`config.mk`:
```
export PLATFORM = sky130hd
export DESIGN_NAME = hilo_muldiv
export DESIGN_NICKNAME = d
export VERILOG_FILES = /design/src/rtl/hilo_muldiv.sv
export SDC_FILE = /design/constraint.sdc
export NUM_CORES = 1
export LEC_CHECK = 0
export ABC_CLOCK_PERIOD_IN_PS = 13900
export CORE_MARGIN = 3
export CORE_UTILIZATION = 56
export DETAILED_ROUTE_END_ITERATION = 8
export GPL_ROUTABILITY_DRIVEN = 0
export HOLD_SLACK_MARGIN = 0.12
export PLACE_DENSITY = 0.81
export SYNTH_ARGS = -nofsm -noshare
export SYNTH_HDL_FRONTEND = slang
export SYNTH_SLANG_ARGS = --single-unit
```
`constraint.sdc`:
```
create_clock -name clk -period 13.9 [get_ports clk]
set_input_delay 2.085 -clock clk [delete_from_list [all_inputs] [get_ports clk]]
set_output_delay 2.085 -clock clk [all_outputs]
set_load 0.005 [all_outputs]
```
`src/rtl/hilo_muldiv.sv`:
```
// Multicycle unsigned multiply/divide unit owning the HI/LO register pair.
// Shift-add multiply and restoring divide, one bit per clock; results land on the DONE edge.
module hilo_muldiv #(
    parameter int n = 32
) (
    input  logic         clk,
    input  logic         rst,
    input  logic         start,
    input  logic         op,
    input  logic [n-1:0] in0,
    input  logic [n-1:0] in1,
    output logic         busy,
    output logic         done,
    output logic         div_zero,
    output logic [n-1:0] hi,
    output logic [n-1:0] lo
);

    localparam int CW = $clog2(n) + 1;

    typedef enum logic [1:0] {
        IDLE,
        MUL,
        DIV,
        DONE
    } state_t;

    state_t           state_q, state_d;
    logic [CW-1:0]    cnt_q, cnt_d;
    logic [n-1:0]     opb_q, opb_d;
    logic [2*n-1:0]   acc_q, acc_d;
    logic [n-1:0]     hi_q, hi_d;
    logic [n-1:0]     lo_q, lo_d;
    logic             dz_q, dz_d;

    logic [n:0]       mul_sum;
    logic [n:0]       rem_sh;
    logic [n-1:0]     rem_sub;
    logic             rem_ge;
    logic             last;

    always_ff @(posedge clk or posedge rst) begin
        if (rst) begin
            state_q <= IDLE;
            cnt_q   <= '0;
            opb_q   <= '0;
            acc_q   <= '0;
            hi_q    <= '0;
            lo_q    <= '0;
            dz_q    <= 1'b0;
        end else begin
            state_q <= state_d;
            cnt_q   <= cnt_d;
            opb_q   <= opb_d;
            acc_q   <= acc_d;
            hi_q    <= hi_d;
            lo_q    <= lo_d;
            dz_q    <= dz_d;
        end
    end

    always_comb begin
        state_d = state_q;
        cnt_d   = cnt_q;
        opb_d   = opb_q;
        acc_d   = acc_q;
        hi_d    = hi_q;
        lo_d    = lo_q;
        dz_d    = dz_q;

        last    = (cnt_q == CW'(n - 1));
        // acc holds {partial product, remaining multiplier bits} during MUL
        mul_sum = {1'b0, acc_q[2*n-1:n]} + (acc_q[0] ? {1'b0, opb_q} : '0);
        // acc holds {remainder, remaining dividend / quotient bits} during DIV;
        // a successful subtract always fits in n bits since the result is below the divisor
        rem_sh  = acc_q[2*n-1:n-1];
        rem_ge  = (rem_sh >= {1'b0, opb_q});
        rem_sub = rem_sh[n-1:0] - opb_q;

        case (state_q)
            IDLE: begin
                if (start) begin
                    cnt_d = '0;
                    opb_d = in1;
                    acc_d = {{n{1'b0}}, in0};
                    dz_d  = 1'b0;
                    if (!op) begin
                        state_d = MUL;
                    end else if (in1 == '0) begin
                        dz_d    = 1'b1;
                        hi_d    = in0;
                        lo_d    = '1;
                        state_d = DONE;
                    end else begin
                        state_d = DIV;
                    end
                end
            end
            MUL: begin
                acc_d = {mul_sum, acc_q[n-1:1]};
                cnt_d = cnt_q + CW'(1);
                if (last) begin
                    hi_d    = acc_d[2*n-1:n];
                    lo_d    = acc_d[n-1:0];
                    state_d = DONE;
                end
            end
            DIV: begin
                if (rem_ge) begin
                    acc_d = {rem_sub, acc_q[n-2:0], 1'b1};
                end else begin
                    acc_d = {rem_sh[n-1:0], acc_q[n-2:0], 1'b0};
                end
                cnt_d = cnt_q + CW'(1);
                if (last) begin
                    hi_d    = acc_d[2*n-1:n];
                    lo_d    = acc_d[n-1:0];
                    state_d = DONE;
                end
            end
            DONE: begin
                state_d = IDLE;
            end
            default: begin
                state_d = IDLE;
            end
        endcase
    end

    assign busy     = (state_q == MUL) || (state_q == DIV);
    assign done     = (state_q == DONE);
    assign div_zero = dz_q;
    assign hi       = hi_q;
    assign lo       = lo_q;

endmodule

```
======== After elaboration in Yosys (flattened, before gate mapping) ========
Index checks and enable logic that the tools add are counted.
cells by class
  $add $sub $neg .......................... 3
  order comparisons ....................... 1
  equality and inequality tests ........... 10
  muxes and demuxes ....................... 25
  reductions and logical operators ........ 11
operators by type and width
  cell                                                                     count
  32-bit 2-to-1 mux                                                        11
  32-bit one-hot mux with 3 select lines                                   2
  64-bit one-hot mux with 3 select lines                                   1
  64-bit 2-to-1 mux                                                        2
  32-bit by 32-bit adder with 33-bit output                                1
  33-bit by 32-bit >= comparator with 1-bit output                         1
  32-bit zero test                                                         1
  32-bit subtractor                                                        1
  6-bit one-hot mux with 2 select lines                                    1
  2-bit inequality test, second input constant                             5
  2-bit AND reduction                                                      4
  6-bit by 1-bit adder with 6-bit output, second input constant            1
  6-bit by 5-bit == test with 1-bit output, second input constant          1
  2-bit 2-to-1 mux                                                         3
  6-bit 2-to-1 mux                                                         1
  2-bit one-hot mux with 3 select lines                                    1
  6-bit AND reduction                                                      1
  2-bit == test, second input constant                                     2
  1-bit 2-to-1 mux                                                         3
  3-bit nonzero test                                                       1
  2-bit by 1-bit == test with 1-bit output, second input constant          1
  2-bit zero test                                                          1
  2-bit by 1-bit inequality test with 1-bit output, second input constant  1
  2-bit nonzero test                                                       1
  other kinds (2)                                                          2
word-level totals
  register bits after elaboration ......... 169
  bits of input ports ..................... 68
  output and inout bits ................... 67
  logic and storage cells ................. 57

======== Longest topological paths before layout ========
  word-level depth ........................ 5
  depth in mapped cells ................... 14
  mapped depth without buffers ............ 12

======== Least setup slack after synthesis ========
Ideal clock, no wire load.
  kind .................................... in2reg
  start ................................... input in1[30]
  end ..................................... register hi_q[17], in the netlist hi[17]
  library setup time ...................... 0.104 ns
  arrival time ............................ 3.695 ns
  data required time ...................... 13.796 ns
  setup slack ............................. 10.101 ns
  stages .................................. 9
  buffers on the path ..................... 2
  cell sequence ........................... nor4_1 nand4_1 nor2_1 and2_1 o221a_2 clkbuf_1 clkbuf_1 nor2_1 a221oi_1
on the way
  cells in the longest elaborated chain, start to end .. 3
ends and longest elaborated chain
  item                                    line  text
  start, declared                         11    input logic [n-1:0] in1,
  32-bit zero test                        89    end else if (in1 == '0) begin
  2-bit inequality test (no source line)  -
  6-bit AND reduction (no source line)    -
  end signal, assigned                    56    hi_q <= hi_d;
  end, declared                           32    logic [n-1:0] hi_q, hi_d;
No other way between the ends.
A chain may end at the register's enable or synchronous reset.

======== Final worst setup path ========
  start ................................... input in1[12]
  end ..................................... register hi_q[18], in the netlist hi[18]
The elaborated chain is that of the path after synthesis.

==> results.sh <==
export IMPL_tns_ns=0
export IMPL_clockBufferDepth=2
export IMPL_met2_usage=0.487
export IMPL_use_met1=0.429
export IMPL_num_rows=52
export IMPL_path_clk_slew_ns=0.07
export IMPL_antenna_cells=0
export IMPL_top_usage_layer="met2"
export IMPL_skew_ns=0.0201
export IMPL_arrival_ns=5.68
export IMPL_ys_seq_area_frac=0.361
export IMPL_power_internal_w=0.00187
export IMPL_drc=0
export IMPL_power_density_nw_per_um2=262
export IMPL_p_sw_frac=0.481
export IMPL_peakVddDrop_v=0.000211
export IMPL_worst_slew_pin_slew_ns=1.12
export IMPL_cts_made_buffers=17
export IMPL_ios=135
export IMPL_total_power_w=0.00361
export IMPL_vias_per_cell=6.57
export IMPL_cts_tree="built"
export IMPL_layout_commonest_cell="dfrtp_1"
export IMPL_status="finished clean"
export IMPL_grtUsageMet3=0.0692
export IMPL_drive_gt1_frac=0.0733
export IMPL_critPathLaunchType="primary input"
export IMPL_synth_top_cell_by_area="dfrtp_1"
export IMPL_slew_viol_final=0
export IMPL_p_leak_nw=6.10
export IMPL_dr_total_vias=11100
export IMPL_cp_data_required_time_ns=14.23
export IMPL_worstSetupPathType="primary input to register"
export IMPL_syn_area_um2=11700
export IMPL_die_width_um=151
export IMPL_max_slew_margin=0.255
export IMPL_setup_viol=0
export IMPL_cts_resized=0
export IMPL_ys_warn_count=0
export IMPL_synthArstFlopShare=1.00
export IMPL_p_comb_frac=0.612
export IMPL_gr_total_overflow=0
export IMPL_synth_area_leaders="dfrtp_1 (36%), ha_1 (7.4%), nor2_1 (4.0%), nand2_1 (3.5%), a21o_1 (3.4%)"
export IMPL_ys_seq_elements=169
export IMPL_antenna_found_initial=1
export IMPL_ant_nets=0
export IMPL_wl_per_cell_um=20.7
export IMPL_p_sw_w=0.00174
export IMPL_core_area_um2=20400
export IMPL_min_period_ns=5.35
export IMPL_grt_pass1_vias=10500
export IMPL_grt_setup_unrepaired="no"
export IMPL_clk_latency_ns=0.45
export IMPL_die_area_um2=22700
export IMPL_synthCells=1327
export IMPL_ys_flop_type="dfrtp_1"
export IMPL_drt_initial_drc_count=1232
export IMPL_ys_types=73
export IMPL_final_nets=1545
export IMPL_ctsRootBufferMaster="clkbuf_16"
export IMPL_clock_sinks=169
export IMPL_port_buffers=134
export IMPL_min_path_type="register to register"
export IMPL_max_freq_mhz=187
export IMPL_syn_nets=1466
export IMPL_hold_viol_final=0
export IMPL_drv_cap=0
export IMPL_grt_usage=0.310
export IMPL_synth_enable_flop_cells=0
export IMPL_p_seq_frac=0.255
export IMPL_syn2layout_area_growth_pct=17.6
export IMPL_path_max_fanout=119
export IMPL_dp_hpwl_um=24600
export IMPL_cts_htree_levels=4
export IMPL_pwr_share_clk=0.134
export IMPL_cts_setup_buffers=0
export IMPL_synth_top_area_frac=0.361
export IMPL_crit_path_end_kind="register"
export IMPL_hold_buffers=0
export IMPL_drt_wl_total_um=35000
export IMPL_start_util=0.574
export IMPL_layout_common_cells="dfrtp_1 (169), clkdlybuf4s50_1 (134), nor2_1 (124)"
export IMPL_die_h_um=151
export IMPL_grt_pass1_wl_um=55600
export IMPL_grt_max_degree=120
export IMPL_fin_crit_sh=0.385
export IMPL_syn_avg_cell_area_um2=8.82
export IMPL_first_pass_iters=7
sequential cells by signal, indices dropped and copies added, names as in the netlist:
signal and count:
hi 32, opb_q 32, state_q 2, div_zero 1, lo 32, acc_q 64
cnt_q 6
layer usage:
metal	vias up	wire length, um	part of all wire
li1	5076	-	-
met1	5363	14800	0.42
met2	566	15800	0.45
met3	88	3300	0.094
met4	2	1060	0.030
met5	-	12	0.00034
synth_stat cells, drive strengths merged (12+ instances only):
library cell  instances
ha                   69
nand3                22
and2                 37
a21o                 53
nor3                 17
a211oi               47
dfrtp               169
a31oi                41
inv                  51
xor2                 20
a22oi                45
buf                  17
mux2i                14
nor2                124
a221oi               18
mux2                 46
nor4                 12
a21oi                75
a22o                 13
nand2               110
xnor2                30
clkbuf               69
nand4                15
o21ai                80
layout make-up:
| type | instances | area (um2) |
|---|---|---|
| sequential | 169 | 4230 |
| tap | 270 | 338 |
| inverter | 51 | 196 |
| clock buffer | 17 | 425 |
| timing repair buffer | 146 | 1430 |
| clock inverter | 15 | 178 |
| multi-input combinational | 1021 | 6970 |
| fill | 1628 | 6600 |
worst paths after layout:
check | depth (start not counted) | start | slack (ns) | endpoint
min in group asynchronous | 2 | rst | 2.22 | lo[9]
max in group asynchronous | 3 | rst | 10.28 | acc_q[47]
max | 9 | in1[12] | 8.55 | hi[18]
max reg2reg | 12 | acc_q[0] | 9.22 | acc_q[61]
min reg2reg | 2 | hi[16] | 0.48 | hi[16]
min | 2 | hi[16] | 0.48 | hi[16]
metrics by stage:
| stage | instance area [um2] | utilization | cells | setup slack (ns) | hold slack, ns |
|---|---|---|---|---|---|
| after floorplan | 11700 | - | 1327 | 7.24 | 0.470 |
| after global placement | 13200 | 0.646 | 1657 | 8.26 | 0.458 |
| after detailed placement | 13200 | 0.646 | 1657 | 8.21 | 0.466 |
| after CTS | 13800 | 0.676 | 1689 | 8.63 | 0.482 |
| after global routing | 13800 | 0.676 | 1689 | 8.44 | 0.509 |
| final | 13800 | 0.676 | 1689 | 8.55 | 0.479 |
logic make-up (layout without fill, tap and decap cells):
| family | count (synthesis) | after routing | share of synthesized area |
|---|---|---|---|
| multiplexers | 60 | 60 | 0.0563 |
| XOR/XNOR | 50 | 50 | 0.0374 |
| AO/OA/AOI/OAI | 454 | 454 | 0.266 |
| buffers and inverters | 137 | 229 | 0.0463 |
| flip-flops | 169 | 169 | 0.361 |
| adder cells (fa/ha/maj) | 71 | 71 | 0.0772 |
| AND/OR/NAND/NOR | 386 | 386 | 0.155 |
critical path, cell delays in order:
cell and delay [ns]:
clkdlybuf4s50_1 0.43, nor4_1 0.60, nand4_1 0.33, nor2_1 0.22, and2_1 0.23, o221a_4 0.20, buf_4 0.82, nand2_1 0.38
o221a_2 0.35
power by group through the flow:
stage	Combinational [W]	Sequential, W	Clock [W]
global route	0.00241	0.000941	0.000506
floorplan	0.00154	0.000853	0
CTS	0.00217	0.000915	0.000485
finish	0.00221	0.000920	0.000482
detailed placement	0.00215	0.000917	0
global placement	0.00209	0.000915	0
Power figures use the tool's default switching activity.
